$ cat config.mk
export PLATFORM = sky130hd
export DESIGN_NAME = nibble_serial_adder
export DESIGN_NICKNAME = d
export VERILOG_FILES = /design/src/rtl/cla_pkg.sv /design/src/rtl/cla4_slice.sv /design/src/rtl/nibble_serial_adder.sv
export SDC_FILE = /design/constraint.sdc
export NUM_CORES = 1
export LEC_CHECK = 0
export CORE_MARGIN = 2
export CORE_UTILIZATION = 46
export DETAILED_ROUTE_END_ITERATION = 16
export PLACE_DENSITY = 0.76
export SYNTH_ARGS = -nofsm -noshare
export SYNTH_HDL_FRONTEND = slang
export SYNTH_SLANG_ARGS = --single-unit
$ cat constraint.sdc
create_clock -name clk -period 2.55 [get_ports clk]
set_clock_uncertainty 0.2 [all_clocks]
set_input_delay 0.6375 -clock clk [delete_from_list [all_inputs] [get_ports clk]]
set_output_delay 0.6375 -clock clk [all_outputs]
set_load 0.05 [all_outputs]
$ cat src/rtl/cla_pkg.sv
// Shared constants, FSM state type and sizing helper
// for the nibble-serial adder.
package cla_pkg;

  localparam int NIBBLE = 4;

  typedef enum logic [1:0] {
    IDLE,
    RUN,
    DONE
  } state_t;

  function automatic int idx_width(input int width);
    int n;
    n = width / NIBBLE;
    return (n <= 1) ? 1 : $clog2(n);
  endfunction

endpackage

$ cat src/rtl/cla4_slice.sv
// Combinational 4-bit carry-lookahead slice with group
// propagate/generate and the carry into bit 3.
module cla4_slice (
  input  logic [3:0] a,
  input  logic [3:0] b,
  input  logic       ci,
  output logic [3:0] sum,
  output logic       co,
  output logic       cp,
  output logic       pi,
  output logic       gi
);

  logic [3:0] p;
  logic [3:0] g;
  logic [4:0] c;

  assign p = a ^ b;
  assign g = a & b;

  assign c[0] = ci;
  assign c[1] = g[0] | (p[0] & ci);
  assign c[2] = g[1] | (p[1] & g[0])
              | (p[1] & p[0] & ci);
  assign c[3] = g[2] | (p[2] & g[1])
              | (p[2] & p[1] & g[0])
              | (p[2] & p[1] & p[0] & ci);
  assign c[4] = gi | (pi & ci);

  assign pi = &p;
  assign gi = g[3] | (p[3] & g[2])
            | (p[3] & p[2] & g[1])
            | (p[3] & p[2] & p[1] & g[0]);

  assign sum = p ^ c[3:0];
  assign co  = c[4];
  assign cp  = c[3];

endmodule

$ cat src/rtl/nibble_serial_adder.sv
// WIDTH-bit adder reusing one 4-bit CLA slice, one nibble
// per clock, LSB first, with valid/ready on both sides.
module nibble_serial_adder
  import cla_pkg::*;
#(
  parameter int WIDTH = 16
) (
  input  logic             clk,
  input  logic             rst,
  input  logic             in_valid,
  output logic             in_ready,
  input  logic [WIDTH-1:0] a,
  input  logic [WIDTH-1:0] b,
  input  logic             cin,
  output logic             out_valid,
  input  logic             out_ready,
  output logic [WIDTH-1:0] sum,
  output logic             cout,
  output logic             ovf
);

  localparam int N  = WIDTH / NIBBLE;
  localparam int IW = idx_width(WIDTH);
  localparam logic [IW-1:0] LAST = IW'(N - 1);

  state_t           state;
  state_t           state_nx;
  logic [WIDTH-1:0] a_reg;
  logic [WIDTH-1:0] b_reg;
  logic [WIDTH-1:0] sum_reg;
  logic             carry_reg;
  logic             cout_reg;
  logic             ovf_reg;
  logic [IW-1:0]    idx;

  logic [3:0] s_a;
  logic [3:0] s_b;
  logic [3:0] s_sum;
  logic       s_co;
  logic       s_cp;
  logic       unused_pi;
  logic       unused_gi;
  logic       accept;
  logic       last;

  assign in_ready  = (state == IDLE);
  assign out_valid = (state == DONE);
  assign accept    = in_valid && in_ready;
  assign last      = (idx == LAST);

  assign s_a = a_reg[{idx, 2'b00} +: NIBBLE];
  assign s_b = b_reg[{idx, 2'b00} +: NIBBLE];

  cla4_slice u_slice (
    .a   (s_a),
    .b   (s_b),
    .ci  (carry_reg),
    .sum (s_sum),
    .co  (s_co),
    .cp  (s_cp),
    .pi  (unused_pi),
    .gi  (unused_gi)
  );

  always_comb begin
    state_nx = state;
    unique case (state)
      IDLE: if (accept) state_nx = RUN;
      RUN:  if (last) state_nx = DONE;
      DONE: if (out_ready) state_nx = IDLE;
      default: state_nx = IDLE;
    endcase
  end

  always_ff @(posedge clk or posedge rst) begin
    if (rst) begin
      state     <= IDLE;
      a_reg     <= '0;
      b_reg     <= '0;
      sum_reg   <= '0;
      carry_reg <= 1'b0;
      cout_reg  <= 1'b0;
      ovf_reg   <= 1'b0;
      idx       <= '0;
    end else begin
      state <= state_nx;
      if (accept) begin
        a_reg     <= a;
        b_reg     <= b;
        carry_reg <= cin;
        idx       <= '0;
      end
      if (state == RUN) begin
        sum_reg[{idx, 2'b00} +: NIBBLE] <= s_sum;
        carry_reg <= s_co;
        idx       <= last ? '0 : idx + 1'b1;
        // Final slice carries decide cout and signed overflow
        if (last) begin
          cout_reg <= s_co;
          ovf_reg  <= s_co ^ s_cp;
        end
      end
    end
  end

  assign sum  = sum_reg;
  assign cout = cout_reg;
  assign ovf  = ovf_reg;

endmodule

==> Yosys cells after proc, flatten, opt, wreduce, memory -nomap -nowiden <==
Index checks and enable logic that the tools add are counted.
{ "totals": {"register_bits": 55, "input_bits": 37, "word_cells": 65, "output_inout_bits": 20} }
{ "classes": {"mux": 10, "add_sub_neg": 2, "eq_ne": 6, "shifts": 4, "n_reduce_logical": 6, "n_bitwise": 29} }
{ "ops": {"columns": ["cell", "count"], "rows": [
  ["$shiftx A16 B5 Y4", 2],
  ["$bwmux W16", 1],
  ["$shift A4 B6 Y16 const A", 1],
  ["$shiftx A4 B6 Y16", 1],
  ["$and A1 B1 Y1", 15],
  ["$mux W2", 6],
  ["$or A1 B1 Y1", 10],
  ["$xor A4 B4 Y4", 2],
  ["$neg A4 Y6", 1],
  ["$pmux W2 S3", 1],
  ["$and A4 B4 Y4", 1],
  ["$eq A2 B2 Y1 const B", 2],
  ["$ne A2 B1 Y1 const B", 2],
  ["$reduce_and A4 Y1", 1],
  ["$reduce_and A3 Y1", 1],
  ["$add A2 B1 Y2 const B", 1],
  ["$eq A2 B1 Y1 const B", 1],
  ["$logic_not A2 Y1", 1],
  ["$mux W1", 2],
  ["$ne A2 B2 Y1 const B", 1],
  ["$reduce_and A2 Y1", 1],
  ["$reduce_bool A2 Y1", 1],
  ["$logic_and A1 B1 Y1", 1],
  ["$xor A1 B1 Y1", 1]
]} }

==> Logic depth before layout (Yosys ltp) <==
Gate-level depths: netlist of the first run.
{ "logic_depth": {"depth_word": 9, "mapped_depth": 8, "ltp_nobuf": 6} }

==> By module <==
From an unflattened synthesis of the first run, not the netlist that was laid out.
{ "unflattened": {"cells_unflattened": 208, "hier_area_um2": 2685.1} }
{ "by_module_without_submodules": {"columns": ["module", "area_per_inst_um2", "n_inst", "seq_area_each_um2", "cells_each"], "rows": [
  ["nibble_serial_adder", 2502.4, 1, 1376.3, 186],
  ["cla4_slice", 182.7, 1, 0.0, 22]
]} }

==> Worst setup path after synthesis of the first run <==
No wires, ideal clock.
{ "synth_timing": {"path_kind": "reg-to-reg", "start": "reg idx[0]", "end": "reg sum_reg[3], in the netlist sum[3]", "setup_time_ns": 0.121, "t_required_ns": 2.229, "stages_incl_launch_ff": 9, "arrival_ns": 2.366, "period_less_slack_ns": 2.687, "slack_ns": -0.137, "path_buffers": 2, "path_cell_list": "dfrtp_1 -> buf_2 -> buf_2 -> mux4_2 -> ha_1 -> o21a_1 -> a21oi_2 -> xnor2_1 -> a22o_1"} }
{ "synth_between": {"elab_chain_len": 9, "elab_cells_between_ends": 24, "classes_between": "add/sub (1); shift (4); mux (1); bitwise (18)"} }
{ "synth_lines": {"columns": ["item", "line_no", "rtl"], "rows": [
  ["from (decl)", "nibble_serial_adder.sv:34", "logic [IW-1:0] idx;"],
  ["from (signal assigned)", "nibble_serial_adder.sv:96", "idx <= last ? '0 : idx + 1'b1;"],
  ["$shiftx A16 B5 Y4, on equally long branches", "nibble_serial_adder.sv:51, nibble_serial_adder.sv:52", null],
  ["$xor A4 B4 Y4 / $and A4 B4 Y4 (equally long branches)", "cla4_slice.sv:18, cla4_slice.sv:19", null],
  ["$and A1 B1 Y1, on equally long branches", "cla4_slice.sv:25, cla4_slice.sv:26, cla4_slice.sv:27", null],
  ["$or A1 B1 Y1, or another cell as far along", "cla4_slice.sv:25", "assign c[3] = g[2] | (p[2] & g[1])"],
  ["$or A1 B1 Y1 / $and A1 B1 Y1 (equally long branches)", "cla4_slice.sv:26, cla4_slice.sv:27", null],
  ["$or A1 B1 Y1", "cla4_slice.sv:27", "| (p[2] & p[1] & p[0] & ci);"],
  ["$xor A4 B4 Y4", "cla4_slice.sv:35", "assign sum = p ^ c[3:0];"],
  ["$shiftx A4 B6 Y16", "nibble_serial_adder.sv:94", "sum_reg[{idx, 2'b00} +: NIBBLE] <= s_sum;"],
  ["$bwmux W16 (*)", "nibble_serial_adder.sv:94", null],
  ["to (signal, indexed assignment)", "nibble_serial_adder.sv:94", null],
  ["to (decl)", "nibble_serial_adder.sv:30", "logic [WIDTH-1:0] sum_reg;"]
]} }
Mark *: on every way between the ends. The rest lies on a longest branch, timed or not.
A chain may end at the register's enable or synchronous reset.

==> Worst setup path in the final report of the first run <==
{ "layout_timing": {"start": "reg idx[0]", "end": "reg sum_reg[7], in the netlist sum[7]"} }
The elaborated chain is that of the path after synthesis.

==> results.md, run 1 <==
Yosys:
- The count of flip-flops with a built-in enable after synthesis is 0.
- Ranked by total cell area, the synthesized netlist is headed by sky130_fd_sc_hd__dfrtp_1, sky130_fd_sc_hd__mux2_4, sky130_fd_sc_hd__mux4_2.
- A synthesized cell averages 14.22 µm².
- The sequential fraction of the synthesis area is 51.50%.
- The flip-flop and latch count after synthesis is 55.
- Yosys printed 0 warnings.
- The commonest cells after synthesis are sky130_fd_sc_hd__dfrtp_1, sky130_fd_sc_hd__mux2_4, sky130_fd_sc_hd__nand2_1.
- The most used flip-flop cell after synthesis is sky130_fd_sc_hd__dfrtp_1.
- For this run, asynchronously set or reset flops after synthesis account for 100.0%.
- Synthesis produced a netlist whose cell count is 188.
- The cell area after technology mapping is 2673 µm².
- The number of library cell types mapped by synthesis is 35.
- Summed over its instances, the top area cell type makes up 51.50% of the synthesized netlist area.
- The number of nets in the synthesized netlist is 237.
- In the post-synthesis netlist, the cell with the most instances is sky130_fd_sc_hd__dfrtp_1.
- The biggest area contributor in the post-synthesis netlist is sky130_fd_sc_hd__dfrtp_1.

Run status:
- The flow ran to the end, and the final reports show no timing, DRC or antenna violations.

Detailed routing:
- In the final routed layout, each cell accounts on average for 15.72 µm.
- Summed over all layers, the routed wires come to 5139 µm.
- Dividing the detail-routed via count by the number of cells gives 5.263.
- In the routed design, unresolved DRC markers number 0.
- The residual antenna-violating net count after detailed routing is 0.
- In this run, the number of DRC markers left after iteration 0 of detailed routing was 48.
- The detailed-router iteration count before antenna repair is 4.
- The final route contains 1721 vias.

STA:
- In the final timing run, aggregate negative setup slack is 0 ns.
- The final setup violation count is 0.
- The tightest slew margin relative to the limit is 63.60%.
- The worst path needs 2.448 ns of the cycle, external delays included.
- Setup slack on the critical path of the routed design comes to 0.1022 ns.
- The total count of hold-check failures in the final report is 0.
- The final-report max-slew violation count was 0.
- Timing would allow up to 408.5 MHz.
- Setup repair after global routing left no endpoint under its margin.
- The pin slew with the least headroom to its limit is 0.5449 ns.
- The post-route fraction of the period consumed by the critical path is 95.99%.

Pwr:
- The net switching power is 2.181 mW.
- In this run switching power makes up 40.25% of total power.
- The static leakage power is 1.552 nW.
- The clock network accounts for 10.1% of the total power.
- Of the total power, registers draw 28.4%.
- Summing internal, switching and leakage power gives 5.418 mW.
- VDD sags by at most 0.7464 mV.
- The power per unit of standard cell area is 1541 nW/µm².
- The cell-internal power is 3.237 mW.
- The power share of the combinational group is 61.5%.

Floorplan:
- The floorplan step defined a die boundary enclosing 6435 µm².
- The height of the chip is 80.22 µm.
- The number of top-level pins is 57.
- The floorplan step set the die width to 80.22 µm.
- The starting density of the core is 47.95%.
- In this run the core area contains 27 standard-cell rows.
- The floorplan step defined a core boundary enclosing 5574 µm².

Setup path:
- The critical path is of the flop to flop type.
- Of all nets on the critical path, the largest fanout is 5.
- The arrival time reported for the critical path endpoint is 2.45 ns.
- The critical path goes through buf_4, mux4_2, ha_4, a211o_1, a21oi_4, xnor2_2, a22o_1.
- For this run, the slowest stage of the critical path takes 0.52 ns.
- The sort of element at the end of the critical path is a flop.
- The critical path required time is 2.55 ns.
- The kind of launch point of the worst setup path is a flop.
- For this design, the slowest cell found on the critical path is sky130_fd_sc_hd__mux4_2.

Cells and area:
- The final cell utilization of the core is 63.08%.
- The finished layout holds 327 standard cells, fillers aside.
- The layout cell share with drive strength beyond 1 is 27.06%.
- The antenna diode count is 0.
- The area occupied by multi-input gates is 1265 µm².
- The sequential cell area in the final layout is 1378 µm².
- The final-layout fill cell count is 456.
- The layout overhead on the synthesized area is 31.55%.
- In the final design database the tool counted 304 nets.

Clock network:
- The post-CTS setup repair buffer count is 0.
- The clock reaches the later pin of the worst-skew pair after 0.30 ns.
- The H-tree generated during clock tree synthesis spans 2 levels.
- The number of buffers created by CTS is 5.
- The tree built by TritonCTS fans out to 55 sinks.
- The buffer depth of the longest clock path is 2.
- The post-cts hold buffer count is 0.
- The CTS tree is yes.
- The cell at the root of the clock tree is sky130_fd_sc_hd__clkbuf_8.
- The clock-pin slew on the worst setup and hold paths is 0.09 ns.

Placement:
- The number of placed instances, taps included, is 320.
- Prior to clock tree synthesis, the placed netlist has a worst setup slack of -0.01240 ns.
- The congestion estimate from routability-driven global placement came to 0.8011.
- The number of I/O port buffers is 56.
- Once detailed placement completed, the half-perimeter wirelength came to 4061 µm.

Global route:
- The number of global-route vias before repair was 1744.
- Global routing used 17.52% of the available tracks.
- Entering global routing, the biggest net connects 36 pins.
- Global routing finished with a remaining overflow of 0.
- The first-pass GRT wire length is 8404 µm.
- The initial antenna violation count came to 0.

Min path:
- The tightest min-delay check is of the flop to flop type.

Flow run:
- The number of maximum-capacitance constraint violations is 0.
## power groups by stage
stage               sequential, mW  clock (mW)  combinational, mW
finish                        1.54       0.547               3.33
global route                  1.59       0.596               3.60
CTS                           1.54       0.560               3.24
detailed placement            1.56           0               3.23
global placement              1.54           0               3.14
floorplan                     1.71           0               2.07
## cells by family (layout without fill, tap and decap cells)
kind of cell / after synthesis / in the layout / share of synthesized area, %
mux: 41 / 41 / 24.39
compound gates: 30 / 30 / 8.053
fa+ha+maj: 12 / 12 / 5.899
flops: 55 / 55 / 51.50
buf+inv: 12 / 79 / 2.809
simple gates: 35 / 35 / 6.367
xor+xnor: 3 / 3 / 0.9833
## stage by stage
step                cell area [µm²]  hold WS (ns)
floorplan                      2701        0.2751
global placement               3382        0.2634
detailed placement             3382        0.2733
CTS                            3486        0.2944
global route                   3516        0.3171
finish                         3516        0.2891
## worst max-delay path: cells and delay by family (launching register included)
family / cells / cell delay (ns)
compound gates: 3 / 0.73
xor+xnor: 1 / 0.12
fa+ha+maj: 1 / 0.18
buf+inv: 1 / 0.15
flops: 1 / 0.44
mux: 1 / 0.52
## final timing paths
kind	cells past startpoint	to	slack (ns)	from
max	7	sum[7]$_DFFE_PP0P_	0.10	idx[0]$_DFFE_PP0P_
min	2	sum[14]$_DFFE_PP0P_	0.29	sum[14]$_DFFE_PP0P_
max reg2reg	7	sum[7]$_DFFE_PP0P_	0.10	idx[0]$_DFFE_PP0P_
min reg2reg	2	sum[14]$_DFFE_PP0P_	0.29	sum[14]$_DFFE_PP0P_
max in group asynchronous	3	b_reg[2]$_DFFE_PP0P_	1.35	rst
min in group asynchronous	3	sum[6]$_DFFE_PP0P_	0.52	rst
## metal layers
layer	track usage, %	vias to the layer above	share of wire [%]
li1	-	817	-
met2	29.58	60	50
met5	0	-	0
met1	21.55	834	43
met3	4.045	10	5.1
met4	7.288	0	2.4
## placed cells by master, fill, tap and decap left out, types with 3 or more instances in the layout
master	count
sky130_fd_sc_hd__ha_1	8
sky130_fd_sc_hd__mux4_2	8
sky130_fd_sc_hd__o31ai_1	4
sky130_fd_sc_hd__clkbuf_8	5
sky130_fd_sc_hd__inv_1	3
sky130_fd_sc_hd__a22o_1	8
sky130_fd_sc_hd__clkdlybuf4s50_1	54
sky130_fd_sc_hd__nand2_1	19
sky130_fd_sc_hd__dfrtp_1	54
sky130_fd_sc_hd__mux2_2	5
sky130_fd_sc_hd__buf_4	11
sky130_fd_sc_hd__mux2_4	27
sky130_fd_sc_hd__o21ai_0	7
sky130_fd_sc_hd__nor2_1	5
## repair_timing
action	CTS	global route
resized for setup	1	6
pin swaps	0	3
setup endpoints to repair	3	5
## final cells by class
cell class	instances	share of cell area, %
Clock buffer	6	2.064
Timing Repair Buffer	68	18.93
Inverter	4	0.4270
Tap cell	72	2.562
Multi-Input combinational cell	121	35.98
Sequential cell	55	39.18
Clock inverter	1	0.8541
(Power assumes the default switching activity.)
==> run 2, diff against run 1 <==
--- a/config.mk
+++ b/config.mk
@@ -6,9 +6,10 @@
 export NUM_CORES = 1
 export LEC_CHECK = 0
 export CORE_MARGIN = 2
-export CORE_UTILIZATION = 46
+export CORE_UTILIZATION = 56
 export DETAILED_ROUTE_END_ITERATION = 16
-export PLACE_DENSITY = 0.76
+export DONT_BUFFER_PORTS = 1
+export PLACE_DENSITY = 0.74
 export SYNTH_ARGS = -nofsm -noshare
 export SYNTH_HDL_FRONTEND = slang
 export SYNTH_SLANG_ARGS = --single-unit
==> results.md, run 2 (synthesis results as in run 1) <==
Run status:
- The flow ran to the end, and the final reports show no timing, DRC or antenna violations.

Clock network:
- The clock-pin slew on the worst setup and hold paths is 0.10 ns.
- The number of buffers created by CTS is 5.
- The number of sinks on the clock net is 55.
- For the worst-skew pair, the clock arrives at the later sink with an insertion delay of 0.31 ns.
- The cell at the root of the clock tree is sky130_fd_sc_hd__clkbuf_8.
- The buffer depth of the longest clock path is 2.
- The maximum level of the CTS H-tree is 2.
- TritonCTS built the clock tree.

Global route:
- Entering global routing, the biggest net connects 36 pins.
- The number of global-route vias before repair is 1601.
- The final global-route overflow total is 0.
- The initial antenna violation count is 0.
- The first global-routing pass estimated 7755 µm of wire.
- Global routing consumed, over all layers together, 19.37% of the routing resources.

Setup path:
- Broken down by cell family, the worst path's largest delay share belongs to multiplexers.
- In this run the worst path has a maximum fanout of 6.
- The count of buffer and inverter cells on the critical path is 1.
- The cell with the biggest individual delay on the critical path is sky130_fd_sc_hd__mux4_2.
- STA classifies the critical path startpoint as a flop.
- The start-to-end type of the worst setup path is flop to flop.
- Walking the worst path, the cells encountered are mux4_2, buf_6, ha_4, a211o_1, a21oi_4, mux2i_1, o21ai_1.
- The critical path required time is 2.54 ns.
- The arrival time reported for the critical path endpoint is 2.53 ns.
- The largest single stage delay on the critical path is 0.58 ns.
- The worst setup path is captured at a flop.

Detailed routing:
- Summing over every cut layer, the via total after detailed routing is 1535.
- The routed wire length per instance is 19.58 µm.
- The count of routing violations after the opening detailed-route iteration is 40.
- The remaining design rule violation count is 0.
- The routed design has 4993 µm of wire.
- After detailed routing, the number of vias per cell comes to 6.020.
- The detailed-router iteration count before antenna repair is 4.
- The count of nets left with antenna violations once routing finished came out at 0.

STA:
- Setup repair after global routing could not meet its margin everywhere.
- The post-route fraction of the period consumed by the critical path is 99.60%.
- For the pin with the worst max-slew slack, the measured transition is 0.5464 ns.
- The post-route minimum period is 2.540 ns.
- The final-report max-slew violation count is 0.
- Headroom to the max-slew limit came out at 63.52%.
- Setup violations remaining at the end of the flow were counted as 0.
- The total count of hold-check failures in the final report was 0.
- The maximum achievable frequency is 393.7 MHz.

Cells and area:
- The antenna diode count is 0.
- Once layout is complete, the utilization of the core stands at 63.73%.
- The sequential cell area in the final layout is 1378 µm².
- The final-layout fill cell count is 344.
- The multi-input combinational cells in the finished layout cover a total of 1282 µm².
- The layout cell share with drive strength beyond 1 is 35.32%.
- The layout overhead on the synthesized area is 11.14%.
- The library cells used most frequently in the layout, excluding fill and tap cells, are sky130_fd_sc_hd__dfrtp_1, sky130_fd_sc_hd__mux2_4, sky130_fd_sc_hd__nand2_1.
- After the last flow step, the layout net total stands at 249.
- The library cell used most frequently in the layout, excluding fill and tap cells, is sky130_fd_sc_hd__dfrtp_1.

Placement:
- The number of I/O port buffers is 0.
- Detailed placement ended at an HPWL of 3696 µm.
- The global placement routability congestion is 0.7806.

Floorplan:
- The floorplan step set the die width to 73.08 µm.
- The die covers 5341 µm².
- The floorplan row count is 25.
- Once the floorplan was initialized, standard cells occupied 57.34% of the core.
- From bottom edge to top edge, the die measures 73.08 µm.
- The floorplan core area is 4661 µm².
- The number of top-level pins is 57.

Flow run:
- The number of maximum-capacitance constraint violations is 0.

Min path:
- In this run the worst hold path is classified as input port to async pin.
[run 2: changes by cell type in the layout (fill, tap and decap cells not counted)]
cell and delta:
sky130_fd_sc_hd__bufinv_16 -1, sky130_fd_sc_hd__buf_4 -3, sky130_fd_sc_hd__buf_12 +1, sky130_fd_sc_hd__clkinvlp_4 +1, sky130_fd_sc_hd__clkbuf_1 -1, sky130_fd_sc_hd__xnor2_1 -1, sky130_fd_sc_hd__buf_6 +1, sky130_fd_sc_hd__xnor2_2 +1
sky130_fd_sc_hd__clkdlybuf4s50_1 -54, sky130_fd_sc_hd__ha_2 -1, sky130_fd_sc_hd__ha_4 +1, sky130_fd_sc_hd__clkinv_4 +2
[run 2: through the flow]
step	area, µm²	setup WS, ns	std cells	TNS (ns)	hold slack (ns)
2_1_floorplan	2701	0.01922	188	0	0.2751
3_3_place_gp	2809	-0.008721	245	-0.01416	0.2929
3_5_place_dp	2809	-0.1455	245	-0.8759	0.2934
4_1_cts	2939	0.01334	255	0	0.06177
5_1_grt	2970	-0.04888	255	-0.1034	0.08909
6_report	2970	0.01023	255	0	0.04380
[run 2: layer usage]
metal | up-vias | global-route usage (%) | routed length, µm
li1 | 702 | - | -
met1 | 775 | 22.91 | 1986
met2 | 48 | 34.33 | 2689
met3 | 10 | 5.663 | 232
met4 | 0 | 5.144 | 84
met5 | - | 0 | 0
[run 2: area by class of cell]
cell class	instances	share of cell area [%]
flip-flops and latches	55	46.38
multi-input cells	121	43.18
repair buffers	13	4.507
clock buffers	5	2.317
well taps	54	2.275
clock inverters	3	0.8425
inverters	4	0.5055
[run 2: path summary, 6_finish.rpt]
path	from	to	slack, ns	cells after the start
worst max register to register	idx[0]$_DFFE_PP0P_	ovf$_DFFE_PP0P_	0.01	7
worst max-delay path	idx[0]$_DFFE_PP0P_	ovf$_DFFE_PP0P_	0.01	7
min in group clk	b[1]	b_reg[1]$_DFFE_PP0P_	0.26	1
max in group asynchronous	rst	idx[0]$_DFFE_PP0P_	1.55	2
worst min-delay path	rst	sum[5]$_DFFE_PP0P_	0.04	1
worst min register to register	a_reg[2]$_DFFE_PP0P_	a_reg[2]$_DFFE_PP0P_	0.32	1
[run 2: worst register-to-register path, cell delays in order (launching register included)]
cell and delay [ns]:
sky130_fd_sc_hd__dfrtp_2 0.46, sky130_fd_sc_hd__mux4_2 0.59, sky130_fd_sc_hd__buf_6 0.16, sky130_fd_sc_hd__ha_4 0.15
sky130_fd_sc_hd__a211o_1 0.31, sky130_fd_sc_hd__a21oi_4 0.20, sky130_fd_sc_hd__mux2i_1 0.26, sky130_fd_sc_hd__o21ai_1 0.11
[run 2: timing repair]
item                       in CTS  in global routing
hold buffers                    0                  0
setup buffers                   2                  0
pin swaps                       2                  4
setup endpoints to repair      15                  8
gates resized for setup         4                  6
Power of run 2 is left out: the tool's default activity adds up to more than one toggle a clock period on the data nets, which glitch-free logic cannot reach.
==> run 3, diff against run 2 <==
--- a/config.mk
+++ b/config.mk
@@ -5,11 +5,14 @@
 export SDC_FILE = /design/constraint.sdc
 export NUM_CORES = 1
 export LEC_CHECK = 0
+export ABC_AREA = 1
 export CORE_MARGIN = 2
 export CORE_UTILIZATION = 56
 export DETAILED_ROUTE_END_ITERATION = 16
 export DONT_BUFFER_PORTS = 1
+export GPL_ROUTABILITY_DRIVEN = 0
 export PLACE_DENSITY = 0.74
+export SLEW_MARGIN = 20
 export SYNTH_ARGS = -nofsm -noshare
 export SYNTH_HDL_FRONTEND = slang
 export SYNTH_SLANG_ARGS = --single-unit
==> results.md, run 3 <==
Run status:
- The run finished with clean final reports.

STA:
- For the finished layout, the period the worst path requires is 2.357 ns.
- Timing would allow up to 424.2 MHz.
- Setup repair after global routing left no endpoint under its margin.
- The final-report max-slew violation count is 0.
- The tightest slew margin relative to the limit is 66.41%.
- The final sum of negative setup slack is 0 ns.
- Dividing the final minimum period by the clock period gives 92.44%.
- The total count of hold-check failures in the final report is 0.
- The pin slew with the least headroom to its limit is 0.5032 ns.
- The final setup violation count is 0.

Pwr:
- The worst voltage drop across the vdd grid is 0.5910 mV.
- The cell-internal power is 2.212 mW.
- In this run, the clock network consumes 10.1% of the power.
- The net switching power is 2.274 mW.
- Dividing total power by cell area gives a power density of 1579 nW/µm².
- Of the total power, the share spent switching nets is 50.69%.
- Overall power consumption after layout is estimated at 4.486 mW.
- The static leakage power is 1.488 nW.
- Registers are responsible for 40.0% of the overall power.
- Per report_power, the combinational group accounts for 49.9% of the total.

Cells and area:
- The repair_antennas step left the layout with diodes totalling 0.
- The most common cell after layout, fill and taps aside is sky130_fd_sc_hd__nand2_1.
- After the flow finishes, the layout carries non-filler instances totaling 389.
- The net total in the final layout is 383.
- Leaving out fill and tap cells, the most frequent cells in the layout are sky130_fd_sc_hd__nand2_1, sky130_fd_sc_hd__dfrtp_1, sky130_fd_sc_hd__o21ai_0.
- The final-layout fill cell count is 400.
- The final cell utilization of the core is 60.97%.
- The layout cell share with drive strength beyond 1 is 9.254%.
- The area occupied by multi-input gates is 1165 µm².
- The area growth from synthesis to layout is 5.973%.
- Registers take 1378 µm².

Min path:
- The worst min-delay path class is input port to async pin.

Clock network:
- Buffers inserted to repair hold after CTS numbered 0.
- The number of gates resized after CTS was 0.
- The maximum level of the CTS H-tree is 2.
- Clock tree synthesis inserted a total of 5 buffers.
- The buffer depth of the longest clock path is 2.
- The post-CTS setup repair buffer count is 0.
- TritonCTS built the clock tree.
- The insertion delay of the later-clocked pin in the worst-skew pair is 0.30 ns.
- The cell at the root of the clock tree is sky130_fd_sc_hd__clkbuf_8.
- The clock-pin slew on the worst setup and hold paths is 0.10 ns.
- CTS saw 55 sinks.

Floorplan:
- The area of the die is 5358 µm².
- From left edge to right edge, the die measures 73.20 µm.
- The height of the chip is 73.20 µm.
- The initialized floorplan defines 25 standard-cell rows.
- 57 I/O pins were placed.
- For this configuration, the core starts out at a cell density of 57.53%.
- The floorplan core area is 4661 µm².

Yosys:
- Ranked by total cell area, the synthesized netlist is headed by sky130_fd_sc_hd__dfrtp_1, sky130_fd_sc_hd__nand2_1, sky130_fd_sc_hd__o21ai_0.
- Yosys instantiated no cell more often than sky130_fd_sc_hd__nand2_1.
- The synthesis warning total is 0.
- The cell area after technology mapping is 2681 µm².
- In this run the biggest area consumer among cell types represents 51.33% of the synthesized area.
- The flip-flop and latch count after synthesis is 55.
- The synthesized design spends more area on one cell type than any other, namely sky130_fd_sc_hd__dfrtp_1.
- Synthesis handed over a netlist of 331 instances.
- The commonest cells after synthesis are sky130_fd_sc_hd__nand2_1, sky130_fd_sc_hd__dfrtp_1, sky130_fd_sc_hd__o21ai_0.
- The number of nets produced by synthesis is 380.
- The predominant post-synthesis flop cell is sky130_fd_sc_hd__dfrtp_1.
- The number of library cell types mapped by synthesis is 23.
- The sequential fraction of the synthesis area is 51.33%.
- For this run, asynchronously set or reset flops after synthesis account for 100.0%.
- Yosys mapped a number of flops with a built-in enable equal to 0.
- The mean post-synth cell area is 8.101 µm².

Setup path:
- The worst setup path is captured at a flop.
- STA classifies the critical path startpoint as a flop.
- In this run the worst path has a maximum fanout of 16.
- The critical path required time is 2.54 ns.
- The arrival time reported for the critical path endpoint is 2.35 ns.
- The worst setup path is of the flop to flop kind.

Global route:
- The number of global-route vias before repair is 1983.
- Global routing used 22.01% of the available tracks across all layers.
- The largest net degree at the start of global routing is 35.
- The first global-routing pass estimated 9128 µm of wire.
- The initial antenna violation count was 0.
- The final global-route overflow total is 0.

Detailed routing:
- The first detailed-routing pass took 4 iterations.
- After detailed routing, the met2 layer carries 2634 µm of wire.
- Detailed routing inserted a total of 2079 vias.
- In this run, the number of DRC markers left after iteration 0 of detailed routing was 85.
- The via-per-instance ratio is 5.344.
- The met3 routed wirelength is 192 µm.
- The detail route stage leaves a number of antenna-violating nets equal to 0.
- The routed metal-1 wire length is 2377 µm.
- In the routed design, unresolved DRC markers number 0.
- Wires add up to 5266 µm.
- The top layer used by detailed routing is met4.
- After detailed routing, the average wire length per cell comes to 13.54 µm.

Placement:
- Port buffering added 0 buffers.
- The HPWL after detailed placement is 3959 µm.
- After detailed placement, the design holds a cell count of 381.

Flow run:
- The number of maximum-capacitance constraint violations is 0.
## run 3: cell types whose count changed in the layout (fill, tap and decap cells not counted), moves of 14 or more
cell,before,now
sky130_fd_sc_hd__mux2_4,27,0
sky130_fd_sc_hd__nor2_1,5,23
sky130_fd_sc_hd__inv_1,3,17
sky130_fd_sc_hd__o21ai_0,7,31
sky130_fd_sc_hd__nand2_1,19,137
## run 3: power by group through the flow
stage	Combinational (mW)	Clock, mW	Sequential [mW]
after CTS	2.23	0.463	1.79
after global placement	2.16	0	1.80
final	2.24	0.452	1.79
after floorplan	1.79	0	1.73
after detailed placement	2.22	0	1.81
after global routing	2.59	0.503	1.84
## run 3: layer usage
metal	vias up	GRT usage (%)
met3	7	4.420
met4	0	5.556
met1	975	29.31
li1	1056	-
met5	-	0
met2	41	36.84
## run 3: cells by family (layout without fill, tap and decap cells)
family | after synthesis | in the layout | share of synthesized area, %
simple gates | 182 | 182 | 27.25
flops | 55 | 55 | 51.33
compound gates | 46 | 46 | 9.239
buf+inv | 33 | 37 | 5.320
fa+ha+maj | 12 | 12 | 5.880
xor+xnor | 3 | 3 | 0.9801
## run 3: worst max-delay path, cell delays in order (launching register included)
cell and delay (ns):
sky130_fd_sc_hd__dfrtp_2 0.46, sky130_fd_sc_hd__buf_4 0.20, sky130_fd_sc_hd__o21ai_0 0.18, sky130_fd_sc_hd__o22ai_1 0.16
sky130_fd_sc_hd__fa_1 0.44, sky130_fd_sc_hd__xnor2_1 0.33, sky130_fd_sc_hd__nor2_1 0.09, sky130_fd_sc_hd__nand2_1 0.10
sky130_fd_sc_hd__o21ai_1 0.07
## run 3: stage by stage
stage / hold slack [ns] / setup WS (ns) / cell area (µm²)
2_1_floorplan: 0.2436 / 0.2893 / 2681
3_3_place_gp: 0.2610 / 0.2578 / 2754
3_5_place_dp: 0.2608 / 0.1906 / 2754
4_1_cts: 0.04200 / 0.1535 / 2835
5_1_grt: 0.05904 / 0.04647 / 2841
6_report: 0.03045 / 0.1928 / 2841
## run 3: area by class of cell
class	instances	share of cell area, %
clock buffer	7	2.686
clock inverter	1	0.1761
inverter	22	2.994
multi-input combinational	243	41.00
sequential	55	48.48
tap	54	2.378
timing repair buffer	7	2.290
## run 3: final timing paths
path,slack [ns],startpoint,depth (start not counted),to
worst max-delay path,0.19,idx[0]$_DFFE_PP0P_,8,sum[13]$_DFFE_PP0P_
worst min-delay path,0.03,rst,1,sum[3]$_DFFE_PP0P_
worst max register to register,0.19,idx[0]$_DFFE_PP0P_,8,sum[13]$_DFFE_PP0P_
worst min register to register,0.28,b_reg[11]$_DFFE_PP0P_,2,b_reg[11]$_DFFE_PP0P_
max in group asynchronous,1.58,rst,2,b_reg[6]$_DFFE_PP0P_
min in group clk,0.23,out_ready,1,state[1]$_DFFE_PP0P_
